===== config.mk =====
export PLATFORM = sky130hd
export DESIGN_NAME = pwm_duty_decoder
export DESIGN_NICKNAME = d
export VERILOG_FILES = /design/src/rtl/pwm_dec_pkg.sv /design/src/rtl/duty_divider.sv /design/src/rtl/pwm_duty_decoder.sv
export SDC_FILE = /design/constraint.sdc
export NUM_CORES = 1
export LEC_CHECK = 0
export BUFFER_PORTS_ARGS = -buffer_cell sky130_fd_sc_hd__buf_2
export CORE_ASPECT_RATIO = 0.7
export CORE_MARGIN = 5
export CORE_UTILIZATION = 62
export CTS_CLUSTER_DIAMETER = 100
export DETAILED_ROUTE_END_ITERATION = 16
export GPL_ROUTABILITY_DRIVEN = 1
export PLACE_DENSITY = 0.81
export SLEW_MARGIN = 20
export SYNTH_ARGS = -nofsm -noshare
export SYNTH_HDL_FRONTEND = slang
export SYNTH_HIERARCHICAL = 1
export SYNTH_SLANG_ARGS = --single-unit
export TNS_END_PERCENT = 100

===== constraint.sdc =====
create_clock -name sysclk -period 3.5 [get_ports sysclk]
set_clock_uncertainty 0.05 [all_clocks]
set_input_delay 0.7 -clock sysclk [delete_from_list [all_inputs] [get_ports sysclk]]
set_output_delay 0.7 -clock sysclk [all_outputs]
set_load 0.01 [all_outputs]

===== src/rtl/pwm_dec_pkg.sv =====
// Shared types and default widths for the PWM duty decoder.
package pwm_dec_pkg;

    localparam int DEF_CNT_W  = 16;
    localparam int DEF_DUTY_W = 8;

    typedef enum logic [1:0] {
        IDLE = 2'd0,
        HIGH = 2'd1,
        LOW  = 2'd2
    } dec_state_t;

endpackage


===== src/rtl/duty_divider.sv =====
// Restoring divider: quotient = floor(dividend * 2^DUTY_W / divisor), dividend < divisor.
module duty_divider
    import pwm_dec_pkg::*;
#(
    parameter int CNT_W  = DEF_CNT_W,
    parameter int DUTY_W = DEF_DUTY_W
) (
    input  logic              clk,
    input  logic              rst_n,
    input  logic              abort,
    input  logic              start,
    input  logic [CNT_W-1:0]  dividend,
    input  logic [CNT_W-1:0]  divisor,
    output logic              busy,
    output logic              done,
    output logic [DUTY_W-1:0] quotient
);

    // Handshake: start is taken only while busy is low; busy then stays high for
    // DUTY_W cycles, and done pulses once with quotient valid. abort drops it silently.
    localparam int IW = $clog2(DUTY_W + 1);

    logic [CNT_W-1:0] rem;
    logic [CNT_W-1:0] dsr;
    logic [CNT_W:0]   rem_sh;
    logic [IW-1:0]    iter;
    logic             ge;

    assign rem_sh = {rem, 1'b0};
    assign ge     = (rem_sh >= {1'b0, dsr});

    always_ff @(posedge clk or negedge rst_n) begin
        if (!rst_n) begin
            rem      <= '0;
            dsr      <= '0;
            iter     <= '0;
            busy     <= 1'b0;
            done     <= 1'b0;
            quotient <= '0;
        end else begin
            done <= 1'b0;
            if (abort) begin
                busy <= 1'b0;
                iter <= '0;
            end else if (start && !busy) begin
                busy     <= 1'b1;
                rem      <= dividend;
                dsr      <= divisor;
                quotient <= '0;
                iter     <= IW'(DUTY_W);
            end else if (busy) begin
                rem      <= ge ? CNT_W'(rem_sh - {1'b0, dsr}) : rem_sh[CNT_W-1:0];
                quotient <= {quotient[DUTY_W-2:0], ge};
                iter     <= iter - 1'b1;
                if (iter == IW'(1)) begin
                    busy <= 1'b0;
                    done <= 1'b1;
                end
            end
        end
    end

endmodule


===== src/rtl/pwm_duty_decoder.sv =====
// Recovers duty, period and high time from an asynchronous PWM stream.
// Optional 3-sample majority glitch filter: define PWM_DEC_GLITCH_FILTER_EN.
module pwm_duty_decoder
    import pwm_dec_pkg::*;
#(
    parameter int CNT_W   = DEF_CNT_W,
    parameter int DUTY_W  = DEF_DUTY_W,
    parameter int TIMEOUT = 2**CNT_W - 1
) (
    input  logic              sysclk,
    input  logic              rst_n,
    input  logic              Enable,
    input  logic              Pulse,
    output logic [DUTY_W-1:0] duty,
    output logic [CNT_W-1:0]  period,
    output logic [CNT_W-1:0]  high_time,
    output logic              duty_valid,
    output logic              overrun,
    output logic              timeout,
    output logic              level,
    output dec_state_t        state_dbg
);

    localparam logic [CNT_W-1:0] TO_CNT = CNT_W'(TIMEOUT);

    logic sync_1, sync_2, pulse_s, pulse_q;

    always_ff @(posedge sysclk or negedge rst_n) begin
        if (!rst_n) begin
            sync_1 <= 1'b0;
            sync_2 <= 1'b0;
        end else begin
            sync_1 <= Pulse;
            sync_2 <= sync_1;
        end
    end

`ifdef PWM_DEC_GLITCH_FILTER_EN
    logic [1:0] hist;
    logic       filt;

    always_ff @(posedge sysclk or negedge rst_n) begin
        if (!rst_n) begin
            hist <= '0;
            filt <= 1'b0;
        end else begin
            hist <= {hist[0], sync_2};
            filt <= (sync_2 & hist[0]) | (sync_2 & hist[1]) | (hist[0] & hist[1]);
        end
    end
    assign pulse_s = filt;
`else
    assign pulse_s = sync_2;
`endif

    always_ff @(posedge sysclk or negedge rst_n) begin
        if (!rst_n) pulse_q <= 1'b0;
        else        pulse_q <= pulse_s;
    end

    logic rise, fall;
    assign rise = pulse_s & ~pulse_q;
    assign fall = ~pulse_s & pulse_q;

    dec_state_t       state;
    logic [CNT_W-1:0] hi_cnt, lo_cnt, meas_period, meas_high;
    logic [CNT_W:0]   sum;
    logic [CNT_W-1:0] sum_sat;
    logic             div_start, div_busy, div_done;
    logic [DUTY_W-1:0] div_q;
    logic             div_engaged;

    assign sum         = {1'b0, hi_cnt} + {1'b0, lo_cnt};
    assign sum_sat     = sum[CNT_W] ? '1 : sum[CNT_W-1:0];
    // The result stays pending in meas_* until duty_valid, so done also counts as busy.
    assign div_engaged = div_start | div_busy | div_done;
    assign state_dbg   = state;

    always_ff @(posedge sysclk or negedge rst_n) begin
        if (!rst_n) begin
            state       <= IDLE;
            hi_cnt      <= '0;
            lo_cnt      <= '0;
            meas_period <= '0;
            meas_high   <= '0;
            div_start   <= 1'b0;
            duty        <= '0;
            period      <= '0;
            high_time   <= '0;
            duty_valid  <= 1'b0;
            overrun     <= 1'b0;
            timeout     <= 1'b0;
            level       <= 1'b0;
        end else begin
            duty_valid <= 1'b0;
            overrun    <= 1'b0;
            timeout    <= 1'b0;
            div_start  <= 1'b0;
            if (!Enable) begin
                state  <= IDLE;
                hi_cnt <= '0;
                lo_cnt <= '0;
            end else begin
                if (div_done) begin
                    duty_valid <= 1'b1;
                    duty       <= div_q;
                    period     <= meas_period;
                    high_time  <= meas_high;
                end
                case (state)
                    IDLE: begin
                        if (rise) begin
                            state  <= HIGH;
                            hi_cnt <= CNT_W'(1);
                            lo_cnt <= '0;
                        end
                    end
                    HIGH: begin
                        if (fall) begin
                            state  <= LOW;
                            lo_cnt <= CNT_W'(1);
                        end else if (hi_cnt == TO_CNT) begin
                            state   <= IDLE;
                            timeout <= 1'b1;
                            level   <= pulse_s;
                            hi_cnt  <= '0;
                            lo_cnt  <= '0;
                        end else begin
                            hi_cnt <= hi_cnt + CNT_W'(1);
                        end
                    end
                    LOW: begin
                        if (rise) begin
                            if (div_engaged) begin
                                overrun <= 1'b1;
                            end else begin
                                meas_period <= sum_sat;
                                meas_high   <= hi_cnt;
                                div_start   <= 1'b1;
                            end
                            state  <= HIGH;
                            hi_cnt <= CNT_W'(1);
                            lo_cnt <= '0;
                        end else if (lo_cnt == TO_CNT) begin
                            state   <= IDLE;
                            timeout <= 1'b1;
                            level   <= pulse_s;
                            hi_cnt  <= '0;
                            lo_cnt  <= '0;
                        end else begin
                            lo_cnt <= lo_cnt + CNT_W'(1);
                        end
                    end
                    default: state <= IDLE;
                endcase
            end
        end
    end

    duty_divider #(
        .CNT_W  (CNT_W),
        .DUTY_W (DUTY_W)
    ) u_div (
        .clk      (sysclk),
        .rst_n    (rst_n),
        .abort    (~Enable),
        .start    (div_start),
        .dividend (meas_high),
        .divisor  (meas_period),
        .busy     (div_busy),
        .done     (div_done),
        .quotient (div_q)
    );

endmodule


# Word level (Yosys, flattened, before mapping)
# Index checks and enable logic that the tools add are counted.
[totals] elab_cells=122 register_bits=160 out_inout_bits=46
[op_classes] addsub=5 eq_ne=15 bitwise=7 reduce_logical=13 order_cmp=1 muxes=59
[op_table] cell="2-to-1 mux 16 bit" n=16
[op_table] cell="case mux 16 bit (3 select lines)" n=2
[op_table] cell="adder 16 x 1 -> 16 bit (second input constant)" n=2
[op_table] cell="equality test 16 bit (second input constant)" n=2
[op_table] cell="2-to-1 mux 1 bit" n=27
[op_table] cell="adder 16 x 16 -> 17 bit" n=1
[op_table] cell="greater-or-equal comparator 17 x 16 -> 1 bit" n=1
[op_table] cell="2-to-1 mux 8 bit" n=2
[op_table] cell="subtractor 16 bit" n=1
[op_table] cell="2-to-1 mux 2 bit" n=6
[op_table] cell="2-to-1 mux 4 bit" n=3
[op_table] cell="inequality test 2 bit (second input constant)" n=4
[op_table] cell="inequality test 4 bit (second input constant)" n=2
[op_table] cell="AND reduction 4 bit" n=2
[op_table] cell="inequality test 3 bit (second input constant)" n=2
[op_table] cell="case mux 2 bit (3 select lines)" n=1
[op_table] cell="AND reduction 2 bit" n=3
[op_table] cell="AND reduction 3 bit" n=2
[op_table] cell="AND reduction 6 bit" n=1
[op_table] cell="equality test 4 x 1 -> 1 bit (second input constant)" n=1
[op_table] cell="inequality test 4 x 1 -> 1 bit (second input constant)" n=1
[op_table] cell="case mux 1 bit (2 select lines)" n=2
[op_table] cell="nonzero test 2 bit" n=2
[op_table] cell="subtractor 4 x 1 -> 4 bit (second input constant)" n=1
[op_table] cell="other kinds (9)" n=13

# Logic depth before layout (Yosys ltp)
[logic_depth] depth_word=6 mapped_depth=10

# By module
# Netlist, hierarchy kept.
[modules_own_cells] module="pwm_duty_decoder" cells_each=572 n_inst=1 area_each_um2=5755.5 seq_area_each_um2=2852.7
[modules_own_cells] module="duty_divider" cells_each=368 n_inst=1 area_each_um2=3124.2 seq_area_each_um2=1151.1

# Least setup slack after synthesis
# No wires, ideal clock.
[synth_timing] kind="register to register" start="reg hi_cnt[1]" end="reg lo_cnt[12]" path_stages_with_launch=9 t_required_ns=3.384 path_buffers=1 period_less_slack_ns=2.553 path_slack_ns=0.947 setup_time_ns=0.066 arrival_time_ns=2.437 cell_sequence="dfrtp_1 -> ha_1 -> nand3_2 -> or4b_4 -> o221a_1 -> o21a_1 -> buf_6 -> or4_1 -> nand2_1"
[synth_via] elab_chain_len=3
[synth_rtl] element="start: declaration" line_no="pwm_duty_decoder.sv:66" text="logic [CNT_W-1:0] hi_cnt, lo_cnt, meas_period, meas_high;"
[synth_rtl] element="start signal: assignment" line_no="pwm_duty_decoder.sv:129" text="hi_cnt <= hi_cnt + CNT_W'(1);"
[synth_rtl] element="equality test 16 bit" line_no="pwm_duty_decoder.sv:122" text="end else if (hi_cnt == TO_CNT) begin"
[synth_rtl] element="inequality test 4 bit (no line)"
[synth_rtl] element="AND reduction 3 bit (no line)"
[synth_rtl] element="end signal: assignment" line_no="pwm_duty_decoder.sv:151" text="lo_cnt <= lo_cnt + CNT_W'(1);"
[synth_rtl] element="end: declaration" line_no="pwm_duty_decoder.sv:66"
# No other way between the ends.
# A chain may end at the register's enable or synchronous reset.

# Worst setup path after layout
[layout_timing] start="reg hi_cnt[11]" end="reg meas_period[9]"
[layout_via] elab_chain_len=2
[layout_rtl] element="adder 16 x 16 -> 17 bit" line_no="pwm_duty_decoder.sv:73" text="assign sum = {1'b0, hi_cnt} + {1'b0, lo_cnt};"
[layout_rtl] element="2-to-1 mux 16 bit" line_no="pwm_duty_decoder.sv:74" text="assign sum_sat = sum[CNT_W] ? '1 : sum[CNT_W-1:0];"
[layout_rtl] element="end signal: assignment" line_no="pwm_duty_decoder.sv:137" text="meas_period <= sum_sat;"
[layout_rtl] element="end: declaration" line_no="pwm_duty_decoder.sv:66"
# No other way between the ends.

==> metrics.yaml <==
status:
  status: "completed"
logic_synthesis:
  syn-cell-area_mm2: 0.00888
  ys_ff_latch: 160
  ys_seq_area_share_pct: 45.1
  syn-num-nets: 986
  synth_area_leaders: "dfrtp_1 (45%), ha_1 (5.6%), mux2_2 (5.3%)"
  syn_area_per_cell_um2: 9.45
  synthArstFlopShare_pct: 100
  synth_edf_count: 0
  netlist_instances: 940
  synth_top_area_share_pct: 45.1
  post-synth-top-count-cell: "dfrtp_1"
  synth_area_leader_cell: "dfrtp_1"
  synthFlopType: "dfrtp_1"
  yosys-top-cells-count: "dfrtp_1 (160), nand2_1 (121), o21ai_0 (86)"
  ys_types: 73
  yosys_warnings: 6
final_layout:
  drive_gt1_share_pct: 15.6
  antennaDiodeCount: 0
  final_util_pct: 70.8
  area_delta_synth_final_pct: 11.3
  nets: 1030
grt:
  grtUsageTotal_pct: 28.1
  grt_max_degree: 84
  gr-total-overflow: 0
  grt_pass1_wl_um: 37200
  antenna_found_initial: 0
  grt_pass1_vias: 6842
drt:
  wirelength_um: 23200
  first_pass_iters: 5
  drt_iter0_drc: 759
  vias_per_cell: 6.42
  post_drt_wl_per_cell_um: 19.5
  drcViolationCount: 0
  antenna_left: 0
  vias: 7624
timing:
  period_share_pct: 83.2
  maxSlewViolCount: 0
  fmax_ghz: 0.343
  rsz0062_at_grt: "no"
  setup_tns_ps: 0
  worst_pin_slew_ps: 960
  hold_viol: 0
  setup-violations-final: 0
  period_needed_ps: 2910
  slew_headroom_pct: 35.6
placement:
  finalWeightedCongestion: 1.02
  port_buffers: 49
  dp_hpwl_um: 16800
min_path:
  min_path_type: "in2async"
worst_setup_path:
  critical_path_class: "reg2reg"
  r2r_end: "meas_period[9]"
  worstPathMaxFanout: 12
  r2r-start: "hi_cnt[11]"
  critical_path_required_ps: 3790
  r2r_slack_ps: 590
  start_kind: "flop"
  cp-end-kind: "flop"
  r2r_cells: 7
  cp.arrival_ps: 3200
clock_tree:
  numCtsBuffers: 17
  postCtsSetupBuffers: 0
  ctsResizeCount: 0
  cts.sinks: 160
  cts_tree: "done"
  cts.path.max_buffers: 2
  insertion_delay_ps: 430
  cts_max_level: 4
  clk_transition_reported_paths_ps: 60
  cts-hold-fix-buffers: 0
  clockRootBuffer: "clkbuf_16"
pwr:
  p_per_area_mw_per_mm2: 565
  finalPower_uw: 5590
  ir_drop_uv: 457
  leakagePower_uw: 0.00483
die:
  rows: 36
  pin_count: 50
  die_y_um: 110
  die_area_mm2: 0.0169
  core_mm2: 0.0140
  start_util_pct: 63.6
  dieWidth_um: 153
job:
  drv_cap: 0
-- logic make-up (layout without fill, tap and decap cells) --
| logic type | after synthesis | in the layout | share of synthesized area (%) |
|---|---|---|---|
| multiplexers | 51 | 51 | 6.35 |
| AO/OA/AOI/OAI | 269 | 269 | 19.3 |
| XOR/XNOR | 21 | 21 | 2.07 |
| adder cells (fa/ha/maj) | 42 | 42 | 6.09 |
| flip-flops | 160 | 160 | 45.1 |
| AND/OR/NAND/NOR | 321 | 321 | 17.5 |
| buffers and inverters | 76 | 133 | 3.56 |
-- flip-flops by register name, indices dropped and copies added (netlist names), 16 cells and up --
name / flops
meas_high: 16
high_time: 16
meas_period: 16
u_div/rem: 16
hi_cnt: 16
period: 16
lo_cnt: 16
u_div/dsr: 16
-- worst max-delay path: stages (launching register included) --
cell and delay, ps:
dfrtp_1 470, ha_1 410, nand2_1 110, or3_1 440, a32o_1 280, a21oi_1 600
nor2_1 250, a21oi_1 220
-- cell type report --
class | count | area [um2]
clock inverter | 14 | 119
timing repair buffer | 66 | 392
clock buffer | 18 | 429
inverter | 35 | 131
sequential | 160 | 4000
multi-input combinational | 704 | 4570
fill | 1070 | 4080
tap | 190 | 238
-- cells in the final DEF, fill, tap and decap left out, types with 13 or more instances in the layout --
cell       netlist  layout
o21ai_0         86      86
nand2b_1        14      14
dfrtp_1        160     160
nor2_1          63      63
xnor2_1         14      14
nor2b_1         13      13
a21o_1          13      13
clkbuf_16        0      17
inv_1           35      35
nand3_1         30      30
a21oi_1         54      54
nand2_1        121     120
o31ai_1         22      22
a31oi_1         13      13
buf_2            7      48
nor3_1          21      21
buf_4            0      16
and3_1          18      18
ha_1            40      40
mux2_2          42      42
-- routing by layer --
layer / part of all wire [%] / global-route usage, % / vias up
li1: - / - / 3495
met1: 47 / 44.3 / 3672
met2: 41 / 38.6 / 424
met3: 11 / 7.45 / 33
met4: 1.3 / 6.17 / 0
met5: 0 / 0 / -
-- worst max path at each step --
stage / cells after the start / from / to / slack [ps]
floorplan: 8 / hi_cnt[1] / lo_cnt[12] / 950
global route: 7 / hi_cnt[11] / meas_period[6] / 410
detailed placement: 7 / hi_cnt[11] / meas_period[9] / 670
finish: 7 / hi_cnt[11] / meas_period[9] / 590
CTS: 7 / hi_cnt[11] / meas_period[9] / 630
global placement: 7 / hi_cnt[11] / meas_period[9] / 770
-- report_power, final --
group	internal, uW	total, uW	switching, uW
clock network	931	1750	824
registers	2020	2240	213
logic	600	1600	996
-- metrics by stage --
step                std cells  worst slack [ps]  instance area (um2)  hold slack [ps]
finish                   1187               587                 9890              236
detailed placement       1155               667                 9330              286
floorplan                 940               947                 8880              281
global route             1187               409                 9890              298
global placement         1155               765                 9330              283
CTS                      1187               630                 9880              290
(Power assumes the default switching activity.)
